### config.mk
export PLATFORM = sky130hd
export DESIGN_NAME = matvec_job_ctrl
export DESIGN_NICKNAME = d
export VERILOG_FILES = /design/src/rtl/matvec_job_ctrl.sv
export SDC_FILE = /design/constraint.sdc
export NUM_CORES = 1
export LEC_CHECK = 0
export BUFFER_PORTS_ARGS = -buffer_cell sky130_fd_sc_hd__buf_4
export CAP_MARGIN = 5
export CELL_PAD_IN_SITES_DETAIL_PLACEMENT = 1
export CELL_PAD_IN_SITES_GLOBAL_PLACEMENT = 2
export CORE_AREA = 2 2 271 273
export DETAILED_ROUTE_END_ITERATION = 6
export DIE_AREA = 0 0 273 275
export PLACE_DENSITY = 0.8
export SLEW_MARGIN = 0
export SYNTH_ARGS = -nofsm -noshare
export SYNTH_HDL_FRONTEND = slang
export SYNTH_SLANG_ARGS = --single-unit
export TNS_END_PERCENT = 30
### constraint.sdc
create_clock -name clk -period 3.44 [get_ports clk]
set_clock_uncertainty 0.2 [all_clocks]
set_input_delay 0.516 -clock clk [delete_from_list [all_inputs] [get_ports clk]]
set_output_delay 0.516 -clock clk [all_outputs]
set_load 0.02 [all_outputs]
### src/rtl/matvec_job_ctrl.sv
// Job sequencer for mat_vec_mult: resets the datapath, fetches B and the columns of A over a
// word-wide read port, fills the FIFOs, launches compute and latches the MAC results.
module matvec_job_ctrl #(
    parameter int DATA_WIDTH = 8,
    parameter int NUM_MACS   = 8,
    parameter int VEC_LEN    = 8,
    parameter int ADDR_WIDTH = 32
) (
    input  logic                                     clk,
    input  logic                                     rst_n,
    input  logic                                     go,
    input  logic [ADDR_WIDTH-1:0]                    base_a,
    input  logic [ADDR_WIDTH-1:0]                    base_b,
    output logic                                     busy,
    output logic                                     done,
    output logic                                     err,
    output logic [ADDR_WIDTH-1:0]                    mem_address,
    output logic                                     mem_read,
    input  logic                                     mem_waitrequest,
    input  logic [NUM_MACS*DATA_WIDTH-1:0]           mem_readdata,
    input  logic                                     mem_readdatavalid,
    output logic                                     dp_rst_n,
    output logic                                     clr_accum,
    output logic                                     start_compute,
    output logic [NUM_MACS-1:0][DATA_WIDTH-1:0]      fifo_a_data,
    output logic [NUM_MACS-1:0]                      fifo_a_wren,
    input  logic [NUM_MACS-1:0]                      fifo_a_full,
    output logic [DATA_WIDTH-1:0]                    fifo_b_data,
    output logic                                     fifo_b_wren,
    input  logic                                     fifo_b_full,
    input  logic                                     all_fifos_full,
    input  logic                                     compute_done,
    input  logic [NUM_MACS-1:0][3*DATA_WIDTH-1:0]    mac_out,
    output logic [NUM_MACS-1:0][3*DATA_WIDTH-1:0]    res_out
);

    localparam int KW = (VEC_LEN > 1) ? $clog2(VEC_LEN) : 1;
    localparam logic [KW-1:0] K_LAST = KW'(VEC_LEN - 1);
    localparam logic [KW-1:0] K_ONE  = KW'(1);

    typedef enum logic [2:0] {
        S_IDLE   = 3'd0,
        S_DP_RST = 3'd1,
        S_RD_B   = 3'd2,
        S_RD_A   = 3'd3,
        S_LAUNCH = 3'd4,
        S_WAIT   = 3'd5,
        S_FINISH = 3'd6
    } state_t;

    state_t                                  state_r, state_s;
    logic [KW-1:0]                           k_r, k_s, k_inc_s;
    logic [ADDR_WIDTH-1:0]                   base_a_r, base_a_s, base_b_r, base_b_s;
    logic [NUM_MACS-1:0][DATA_WIDTH-1:0]     b_word_r, b_word_s;
    logic [ADDR_WIDTH-1:0]                   mem_address_r, mem_address_s;
    logic                                    mem_read_r, mem_read_s;
    logic                                    busy_r, busy_s, done_r, done_s, err_r, err_s;
    logic                                    dp_rst_n_r, dp_rst_n_s, clr_accum_r, clr_accum_s;
    logic                                    start_r, start_s;
    logic [NUM_MACS-1:0][DATA_WIDTH-1:0]     fifo_a_data_r, fifo_a_data_s;
    logic [NUM_MACS-1:0]                     fifo_a_wren_r, fifo_a_wren_s;
    logic [DATA_WIDTH-1:0]                   fifo_b_data_r, fifo_b_data_s;
    logic                                    fifo_b_wren_r, fifo_b_wren_s;
    logic [NUM_MACS-1:0][3*DATA_WIDTH-1:0]   res_r, res_s;
    logic                                    accepted_s, rdata_s, any_full_s;

    // Next-state and next-output decode; every output is registered from these values.
    always_comb begin
        state_s       = state_r;
        k_s           = k_r;
        base_a_s      = base_a_r;
        base_b_s      = base_b_r;
        b_word_s      = b_word_r;
        mem_address_s = mem_address_r;
        mem_read_s    = mem_read_r;
        err_s         = err_r;
        done_s        = 1'b0;
        dp_rst_n_s    = 1'b1;
        clr_accum_s   = 1'b0;
        start_s       = 1'b0;
        fifo_a_data_s = fifo_a_data_r;
        fifo_a_wren_s = {NUM_MACS{1'b0}};
        fifo_b_data_s = fifo_b_data_r;
        fifo_b_wren_s = 1'b0;
        res_s         = res_r;
        k_inc_s       = k_r + K_ONE;
        // A request still on the bus cannot also be returning data, so this keeps one read in flight.
        accepted_s    = mem_read_r & ~mem_waitrequest;
        rdata_s       = mem_readdatavalid & ~mem_read_r;
        any_full_s    = (|fifo_a_full) | fifo_b_full;

        case (state_r)
            S_IDLE: begin
                if (go) begin
                    state_s     = S_DP_RST;
                    err_s       = 1'b0;
                    base_a_s    = base_a;
                    base_b_s    = base_b;
                    k_s         = {KW{1'b0}};
                    dp_rst_n_s  = 1'b0;
                    clr_accum_s = 1'b1;
                end else begin
                    state_s = S_IDLE;
                end
            end
            S_DP_RST: begin
                state_s       = S_RD_B;
                mem_read_s    = 1'b1;
                mem_address_s = base_b_r;
            end
            S_RD_B: begin
                if (accepted_s) begin
                    mem_read_s = 1'b0;
                end else begin
                    mem_read_s = mem_read_r;
                end
                if (rdata_s) begin
                    b_word_s      = mem_readdata;
                    state_s       = S_RD_A;
                    mem_read_s    = 1'b1;
                    mem_address_s = base_a_r + ADDR_WIDTH'(k_r);
                end else begin
                    state_s = S_RD_B;
                end
            end
            S_RD_A: begin
                if (accepted_s) begin
                    mem_read_s = 1'b0;
                end else begin
                    mem_read_s = mem_read_r;
                end
                if (rdata_s && any_full_s) begin
                    err_s   = 1'b1;
                    done_s  = 1'b1;
                    state_s = S_FINISH;
                end else if (rdata_s) begin
                    fifo_a_wren_s = {NUM_MACS{1'b1}};
                    fifo_a_data_s = mem_readdata;
                    fifo_b_wren_s = 1'b1;
                    fifo_b_data_s = b_word_r[k_r];
                    if (k_r == K_LAST) begin
                        state_s = S_LAUNCH;
                    end else begin
                        k_s           = k_inc_s;
                        mem_read_s    = 1'b1;
                        mem_address_s = base_a_r + ADDR_WIDTH'(k_inc_s);
                    end
                end else begin
                    state_s = S_RD_A;
                end
            end
            S_LAUNCH: begin
                if (all_fifos_full) begin
                    start_s = 1'b1;
                    state_s = S_WAIT;
                end else begin
                    state_s = S_LAUNCH;
                end
            end
            S_WAIT: begin
                if (compute_done) begin
                    res_s   = mac_out;
                    done_s  = 1'b1;
                    state_s = S_FINISH;
                end else begin
                    state_s = S_WAIT;
                end
            end
            S_FINISH: begin
                state_s = S_IDLE;
            end
            default: begin
                state_s = S_IDLE;
            end
        endcase

        busy_s = (state_s != S_IDLE);
    end

    // State and output registers; reset parks the datapath in reset with everything idle.
    always_ff @(posedge clk) begin
        if (!rst_n) begin
            state_r       <= S_IDLE;
            k_r           <= {KW{1'b0}};
            base_a_r      <= {ADDR_WIDTH{1'b0}};
            base_b_r      <= {ADDR_WIDTH{1'b0}};
            b_word_r      <= {(NUM_MACS*DATA_WIDTH){1'b0}};
            mem_address_r <= {ADDR_WIDTH{1'b0}};
            mem_read_r    <= 1'b0;
            busy_r        <= 1'b0;
            done_r        <= 1'b0;
            err_r         <= 1'b0;
            dp_rst_n_r    <= 1'b0;
            clr_accum_r   <= 1'b0;
            start_r       <= 1'b0;
            fifo_a_data_r <= {(NUM_MACS*DATA_WIDTH){1'b0}};
            fifo_a_wren_r <= {NUM_MACS{1'b0}};
            fifo_b_data_r <= {DATA_WIDTH{1'b0}};
            fifo_b_wren_r <= 1'b0;
            res_r         <= {(NUM_MACS*3*DATA_WIDTH){1'b0}};
        end else begin
            state_r       <= state_s;
            k_r           <= k_s;
            base_a_r      <= base_a_s;
            base_b_r      <= base_b_s;
            b_word_r      <= b_word_s;
            mem_address_r <= mem_address_s;
            mem_read_r    <= mem_read_s;
            busy_r        <= busy_s;
            done_r        <= done_s;
            err_r         <= err_s;
            dp_rst_n_r    <= dp_rst_n_s;
            clr_accum_r   <= clr_accum_s;
            start_r       <= start_s;
            fifo_a_data_r <= fifo_a_data_s;
            fifo_a_wren_r <= fifo_a_wren_s;
            fifo_b_data_r <= fifo_b_data_s;
            fifo_b_wren_r <= fifo_b_wren_s;
            res_r         <= res_s;
        end
    end

    assign busy          = busy_r;
    assign done          = done_r;
    assign err           = err_r;
    assign mem_address   = mem_address_r;
    assign mem_read      = mem_read_r;
    assign dp_rst_n      = dp_rst_n_r;
    assign clr_accum     = clr_accum_r;
    assign start_compute = start_r;
    assign fifo_a_data   = fifo_a_data_r;
    assign fifo_a_wren   = fifo_a_wren_r;
    assign fifo_b_data   = fifo_b_data_r;
    assign fifo_b_wren   = fifo_b_wren_r;
    assign res_out       = res_r;

endmodule

**Word-level counts from Yosys, hierarchy flattened**

Index checks and enable logic that the tools add are counted.

- Register bits: 446
- Bits in latches: 0
- Bits in writable memories: 0
- Bits in read-only memories: 0
- Bits of input ports: 336
- Logic and storage cells: 117
- Memories kept: 0

- $add $sub $neg: 3
- $mul: 0
- Div/mod/pow operators: 0
- $lt $le $gt $ge: 1
- Equality and inequality tests: 12
- Shift operators: 0
- Multiplexer cells: 38
- Bitwise logic cells: 8
- Reduce and logical (&&, ||, !) cells: 16

Operators by type and width:

| operator | count |
|---|---|
| 2-to-1 mux 32 bit | 4 |
| one-hot mux 32 bit (3 select lines) | 1 |
| adder 32 x 3 -> 32 bit | 2 |
| binary-select mux 8 bit (select 3 bit) | 1 |
| 2-to-1 mux 3 bit | 7 |
| one-hot mux 3 bit (6 select lines) | 1 |
| 2-to-1 mux 1 bit | 17 |
| 2-to-1 mux 8 bit | 2 |
| inequality test 2 bit, second input constant | 6 |
| AND reduction 2 bit | 5 |
| AND reduction 5 bit | 2 |
| equality test 3 bit, second input constant | 3 |
| OR reduction 8 bit | 1 |
| equality test 3 x 2 -> 1 bit, second input constant | 2 |
| one-hot mux 3 bit (2 select lines) | 1 |
| AND reduction 3 bit | 2 |
| nonzero test 3 bit | 2 |
| NOT 1 bit | 5 |
| less-than comparator 3 x 4 -> 1 bit, second input constant | 1 |
| one-hot mux 1 bit (2 select lines) | 2 |
| adder 3 x 1 -> 3 bit, second input constant | 1 |
| equality test 3 x 1 -> 1 bit, second input constant | 1 |
| zero test 3 bit | 1 |
| one-hot mux 1 bit (3 select lines) | 1 |
| 6 further kinds | 7 |

**Depth between registers and ports, before layout**

Gate-level depths: netlist of the first run.

- Word-level depth: 7
- Mapped depth: 14
- Gate-level depth less buffers: 12

**Least setup slack after synthesis of the first run**

Ideal clock, no wire load.

- Path type: reg2reg
- Start point: register k_r[0]
- End point: register mem_address_r[16] (netlist: mem_address[16])
- Setup time: 59 ps
- Arrival: 3,168 ps
- Data required time: 3,181 ps
- Path slack: 13 ps
- Stages on the path, launching flop included: 15
- Clock period less this slack: 3,427 ps
- Path through: dfxtp_1 clkbuf_1 buf_2 inv_1 ha_1 inv_1 ha_1 inv_1 fa_1 and2b_1 o211ai_2 buf_6 or4_4 a311oi_2 a31o_1

- Word-level cells in the longest chain between the ends: 6
- Elaborated cells between the ends (all ways): 11
- Classes of those cells: add/sub: 3; eq/ne: 2; mux: 5; reduce/logical: 1

RTL lines:

| item | line | RTL |
|---|---|---|
| start: declaration | 52 | `logic [KW-1:0] k_r, k_s, k_inc_s;` |
| start signal: assignment | 184 | `k_r <= {KW{1'b0}};` |
| start signal: assignment | 203 | `k_r <= k_s;` |
| adder 3 x 1 -> 3 bit | 86 | `k_inc_s = k_r + K_ONE;` |
| adder 32 x 3 -> 32 bit | 146 | `mem_address_s = base_a_r + ADDR_WIDTH'(k_inc_s);` |
| 2-to-1 mux 32 bit | 141 | `if (k_r == K_LAST) begin` |
| 2-to-1 mux 32 bit | 136 | `end else if (rdata_s) begin` |
| 2-to-1 mux 32 bit | 132 | `if (rdata_s && any_full_s) begin` |
| one-hot mux 32 bit (3 select lines) | 92 | `case (state_r)` |
| end signal: assignment | 188 | `mem_address_r <= {ADDR_WIDTH{1'b0}};` |
| end signal: assignment | 207 | `mem_address_r <= mem_address_s;` |
| end: declaration | 55 | `logic [ADDR_WIDTH-1:0] mem_address_r, mem_address_s;` |

Parallel ways exist; a longest one is shown, timed or not. The select of a mux whose other input is x is not followed.
A chain may end at the register's enable or synchronous reset.

**Worst setup path in the final report of the first run**

- Start point: register state_r[2]
- End point: register mem_address_r[12] (netlist: mem_address[12])

- Word-level cells in the longest chain between the ends: 3
- Elaborated cells between the ends (all ways): 10
- Classes of those cells: eq/ne: 7; mux: 1; reduce/logical: 2

RTL lines:

| item | line | RTL |
|---|---|---|
| start: declaration | 51 | `state_t state_r, state_s;` |
| start signal: assignment | 202 | `state_r <= state_s;` |
| equality test 3 x 2 -> 1 bit / equality test 3 x 1 -> 1 bit (equally long branches) | 92 |  |
| inequality test 2 bit (no source line) / nonzero test 3 bit (equally long branches) | - |  |
| AND reduction 5 bit (no source line) | - |  |

Parallel ways exist; a longest one is shown, timed or not.

==> qor.txt, run 1 <==
Slowest cell on crit path = fa_1
origin of the worst setup path = state_r[2]
DRT antenna net count = 0
die span in x = 273 um
root buffer cell = clkbuf_16
Startpoint Class = flip-flop
setup TNS = 0 ps
r2r setup slk = 450 ps
path type of the worst min-delay path = in -> reg
most numerous cell on the critical path = inv_1
initial core utilization = 24.7%
CTS tree = done
Worst EP arrival = 3310 ps
crit path cell chain = nand3b_1 -> inv_1 -> ha_1 -> inv_1 -> ha_1 -> inv_1 -> fa_1 -> and2b_1 -> o211ai_2 -> or3_1 -> a311o_1 -> a21boi_1
share of layout cells above drive strength 1 = 26.4%
largest net degree at the start of global routing = 106
worst slew pin tran = 733 ps
post-synth net total = 2440
post-synthesis mux area share = 2.76%
FF-to-FF End = mem_address[12]
maximum VDD drop = 0.356 mV
Inserted Clock Buffers = 53
Synth Area in Compound Gates = 20.3%
Worst path max stage delay = 380 ps
final period utilization = 87.0%
top cells by area, synth = dfxtp_1 49%, nand2_1 17%, a21boi_1 8.6%
final instance area = 28300 um^2
most common cell in the netlist = nand2_1
worst reg2reg path depth = 12
Clock Tree Buf Depth = 3
antenna violations before repair = 10
die area = 75100 um^2
Pleak = 11.3 nW
nets@finish = 3315
1st-iter DRT viols = 737
asr flop ratio synth = 0%
Post-Synth XOR/XNOR Area = 1.03%
PD cells = 434 nW/um^2
Post-synth EDFFs = 0
area delta synth->final = 58.7%
clock latency at the later pin of the worst-skew pair = 590 ps
final slew viol count = 0
CP Depth = 12
gr usage total = 19.6%
First-pass DRT Iterations = 4
RSZ-0062 raised after global routing = false
Vias/cell = 4.61
Filler Cells Inserted = 8481
area share of the leading cell type in the synthesized netlist = 49.1%
Crit. End Element = flip-flop
CTS resizes = 0
max_cap viols = 0
core area = 72300 um^2
I/O pin total = 648
Final Critical Period = 2990 ps
final WL = 76900 um
Setup Viol. Count Final = 0
vias in the first global route = 19.7k
Rows = 99
Adder-Cell Fraction of Synth Area = 0.532%
simple-gate area share of the yosys netlist = 21.4%
worst r2r src = state_r[2]
vias = 18.3k
I/O Buffers = 647
clock transition at the registers of the reported paths = 60 ps
Setup crit end = mem_address[12]
post-synthesis register bit count = 438
Worst slew margin = 51.1%
Syn Inst Count = 2097
WP data required = 3760 ps
first-pass GRT wire length = 115000 um
Post-synth top flop = dfxtp_1
Final Wtd Congestion = 0.828
Crit Path Category = reg -> reg
Final Hold Fails = 0
DPL Wire Length = 53100 um
largest family of logic cells by synthesized area = simple AND/OR/NAND/NOR gates
post-synth top area cell = dfxtp_1
Synth Warn # = 0
grt ovf = 0
Die H = 275 um
Synth Cell Area = 17900 um^2
Max Clk Rate = 334 MHz
synthesized area per cell = 8.52 um^2
number of setup buffers added after CTS = 0
sequential area share after synthesis = 49.1%
H-tree Lvls = 2
drt drc = 0
Post-synth top cells = 795 x nand2_1, 438 x dfxtp_1, 205 x a21boi_1
count of cell types in the netlist = 70
clock sink count = 438
status = completed
CP max FO = 6
placed instance area = 23500 um^2
drt wl/cell = 19.3 um
WP buf/inv = 3
cell family with most CP delay = adder cells
-- layer usage --
layer | share of wire (%) | global-route usage, % | vias to the layer above
met1 | 41 | 22.8 | 8934
li1 | - | - | 8706
met5 | 0.099 | 0 | -
met3 | 6.2 | 5.20 | 159
met4 | 3.8 | 7.39 | 10
met2 | 49 | 34.3 | 539
-- final cells by class --
| class | instances | area, um^2 | area share [%] |
|---|---|---|---|
| Multi-Input combinational cell | 1476 | 8270 | 29.2 |
| Inverter | 10 | 37.5 | 0.132 |
| Sequential cell | 438 | 8770 | 30.9 |
| Tap cell | 959 | 1200 | 4.23 |
| Clock buffer | 85 | 1590 | 5.60 |
| Timing Repair Buffer | 993 | 8380 | 29.6 |
| Clock inverter | 11 | 93.8 | 0.331 |
| Antenna cell | 4 | 10.0 | 0.0353 |
-- cell families (layout without fill, tap and decap cells) --
| family | after synthesis | count (layout) |
|---|---|---|
| xor+xnor | 21 | 21 |
| compound gates | 480 | 480 |
| fa+ha+maj | 7 | 7 |
| simple gates | 939 | 939 |
| other cells | 0 | 4 |
| mux | 29 | 29 |
| flops | 438 | 438 |
| buf+inv | 183 | 1099 |
-- what timing repair did --
action | CTS | global route
setup endpoints to repair | 0 | 0
endpoints found under the hold margin | 374 | 0
hold buffers | 313 | 0
-- cells in the final DEF, fill, tap and decap left out, types with 13 or more instances in the layout --
cell             n
nand2_1        795
buf_4          668
dfxtp_1        438
dlygate4sd3_1  313
a21boi_1       205
a21boi_0       188
nand3_1         54
clkbuf_16       53
nor2_1          20
clkbuf_1        18
mux4_2          16
o21ai_0         15
clkbuf_8        14
o221ai_1        13
-- worst min path at each step --
stage                       from      endpoint  slack (ps)  depth (start not counted)
floorplan           b_word_r[40]  b_word_r[40]         230                          2
global placement    b_word_r[40]  b_word_r[40]         240                          2
detailed placement   res_out[55]   res_out[55]         250                          2
CTS                   base_a[24]  base_a_r[24]           2                          3
global route          base_a[24]  base_a_r[24]          20                          3
finish                base_a[24]  base_a_r[24]          30                          3
-- metrics by stage --
stage / cells / total power [mW] / hold slack (ps) / setup slack [ps] / util [%]
after floorplan: 2097 / 5.99 / 232 / 13.4 / -
after global placement: 3563 / 6.58 / 238 / 494 / 32.5
after detailed placement: 3563 / 6.61 / 248 / 458 / 32.5
after CTS: 3972 / 12.5 / 1.78 / 431 / 39.2
after global routing: 3976 / 12.8 / 17.7 / 195 / 39.2
final: 3976 / 12.3 / 25.9 / 449 / 39.2
-- registers in the layout, summed over array words and instances (netlist names), 3 cells and up --
name / count
k_r: 3
mem_address: 32
base_b_r: 32
fifo_b_data: 8
state_r: 3
b_word_r: 64
res_out: 192
fifo_a_data: 64
base_a_r: 32
-- tightest hold or removal path, stage by stage --
cell and delay [ps]:
buf_4 110, nand2_1 70, a21boi_0 80
-- where the power goes --
part	switching, mW	internal [mW]	total (mW)
logic	0.684	0.776	1.46
registers	0.123	5.22	5.34
clock network	2.28	3.21	5.49
Note: power is estimated with default switching activity, not from simulation.
==> run 2: changes to the inputs <==
clock period = 2.6 ns   (was 3.44 ns; I/O delays follow)
==> run 2 against run 1 <==
Against the previous run:
- the run now ends with negative setup slack left
- sequential cell count unchanged
- die area unchanged
- via count up 0.84%
- clock power up 32%
- sequential share of layout area down 0.61 points
- critical path depth down 2
- power up 33%
- clock-buffer cell count down 11
- hold slack better by 35 ps
- critical path type unchanged
- highest routed layer unchanged
==> qor.txt, run 2 (synthesis gave the netlist of run 1 again) <==
CP max FO = 5
nets@finish = 3354
number of flip-flops in the largest register = 192
grt ovf = 0
Setup Viol. Count Final = 23
first-pass GRT wire length = 118000 um
CTS tree = done
drt wl/cell = 19.5 um
PD cells = 564 nW/um^2
Hold Path End = mem_read
RSZ-0062 raised after global routing = true
1st-iter DRT viols = 770
I/O Buffers = 647
area delta synth->final = 61.9%
Worst slew margin = 55.4%
Filler Cells Inserted = 8391
worst slew pin tran = 669 ps
status = complete, but fails checks
max_cap viols = 0
share of layout cells above drive strength 1 = 28.2%
r2r setup slk = -210 ps
placed cell count = 3587
core area = 72300 um^2
vias in the first global route = 20.2k
gr usage total = 19.9%
clock sink count = 438
die span in x = 273 um
WP data required = 2940 ps
DRT antenna net count = 0
Crit Path Category = reg -> reg
First-pass DRT Iterations = 5
die area = 75100 um^2
clock transition at the registers of the reported paths = 60 ps
Vias/cell = 4.61
drt drc = 0
DPL Wire Length = 54300 um
Startpoint Class = flip-flop
most frequent cells in the layout = 795 x nand2_1, 692 x buf_4, 436 x dfxtp_1, 323 x dlygate4sd3_1, 205 x a21boi_1
worst r2r src = state_r[2]
Final Hold Fails = 0
I/O pin total = 648
Final Non-Filler Cells = 4011
maximum VDD drop = 0.448 mV
failing checks = negative setup slack
clock latency at the later pin of the worst-skew pair = 600 ps
root buffer cell = clkbuf_16
Inserted Clock Buffers = 51
Clock Tree Buf Depth = 3
Final Critical Period = 2810 ps
Rows = 99
vias = 18.5k
initial core utilization = 24.7%
worst reg2reg path depth = 10
worst setup margin = -211 ps
Pleak = 11.5 nW
antenna violations before repair = 9
largest net degree at the start of global routing = 113
Crit. End Element = flip-flop
final slew viol count = 0
final WL = 78000 um
FF-to-FF End = mem_address[16]
final period utilization = 108%
Final Wtd Congestion = 0.844
final core occ = 40.0%
Die H = 275 um
Worst Hold Depth = 4
Hold Startpoint = fifo_b_full
path type of the worst min-delay path = in -> reg
Max Clk Rate = 356 MHz
Worst EP arrival = 3150 ps
most common cell after layout, fill and taps aside = nand2_1
H-tree Lvls = 2
[run 2: cell count changes in the layout (fill, tap and decap cells not counted), moves of 4 or more]
cell / previous run / this run
buf_4: 668 / 692
dlygate4sd3_1: 313 / 323
clkbuf_1: 18 / 10
ha_1: 6 / 1
o21ai_0: 15 / 10
buf_12: 11 / 15
ha_4: 0 / 4
inv_1: 10 / 6
inv_2: 0 / 4
o21ai_1: 0 / 4
[run 2: worst max-delay path by stage]
stage,slack [ps],end,startpoint
finish,-210,mem_address[16],state_r[2]
global route,-320,mem_address[16],state_r[2]
CTS,-190,mem_address[16],state_r[2]
detailed placement,-260,mem_address[16],state_r[2]
global placement,-210,mem_address[16],state_r[2]
floorplan,-340,mem_address[16],state_r[2]
[run 2: timing repair]
item | CTS | global route
hold endpoints to repair | 386 | 0
resized for setup | 17 | 18
buffers inserted | 3 | 4
hold buffers | 323 | 0
setup endpoints to repair | 26 | 28
pin swaps | 7 | 8
[run 2: final cells by class]
type | count | area (um^2) | area share, %
clock inverter | 14 | 169 | 0.584
clock buffer | 74 | 1500 | 5.20
tap | 959 | 1200 | 4.15
sequential | 438 | 8770 | 30.3
multi-input combinational | 1476 | 8450 | 29.2
inverter | 10 | 37.5 | 0.130
antenna | 6 | 15.0 | 0.0519
timing repair buffer | 1034 | 8780 | 30.3
[run 2: through the flow]
stage / worst slack [ps] / hold WS, ps / area [um^2] / setup TNS, ps / power [mW]
after CTS: -187 / 26.7 / 28800 / -1460 / 16.5
after global routing: -316 / 67.5 / 28900 / -5090 / 17.0
after floorplan: -338 / 232 / 17900 / -1110 / 7.93
final: -211 / 61.4 / 28900 / -1840 / 16.3
after global placement: -215 / 242 / 23800 / -1940 / 8.76
after detailed placement: -265 / 247 / 23800 / -3870 / 8.79
[run 2: critical path, cell delays in order (launching register included)]
cell      delay [ps]
dfxtp_2          310
nand3b_1         190
buf_4            190
mux2_2           240
inv_1             60
fa_2             360
and2b_2          260
o211ai_4         110
or4_4            440
a311oi_2         270
a31o_1           130
[run 2: where the power goes]
group	leakage, nW	switching (mW)	internal (mW)
Sequential	3.54	0.180	6.90
Combinational	7.16	0.930	1.06
Clock	0.821	2.97	4.28
Total	11.5	4.08	12.2
[run 2: metal layers]
| layer | GRT usage (%) | up-vias | routed length, um |
|---|---|---|---|
| met3 | 5.69 | 168 | 5290 |
| met4 | 7.82 | 8 | 2880 |
| met1 | 22.7 | 8993 | 31000 |
| li1 | - | 8776 | - |
| met2 | 35.1 | 557 | 38800 |
| met5 | 0 | - | 52 |
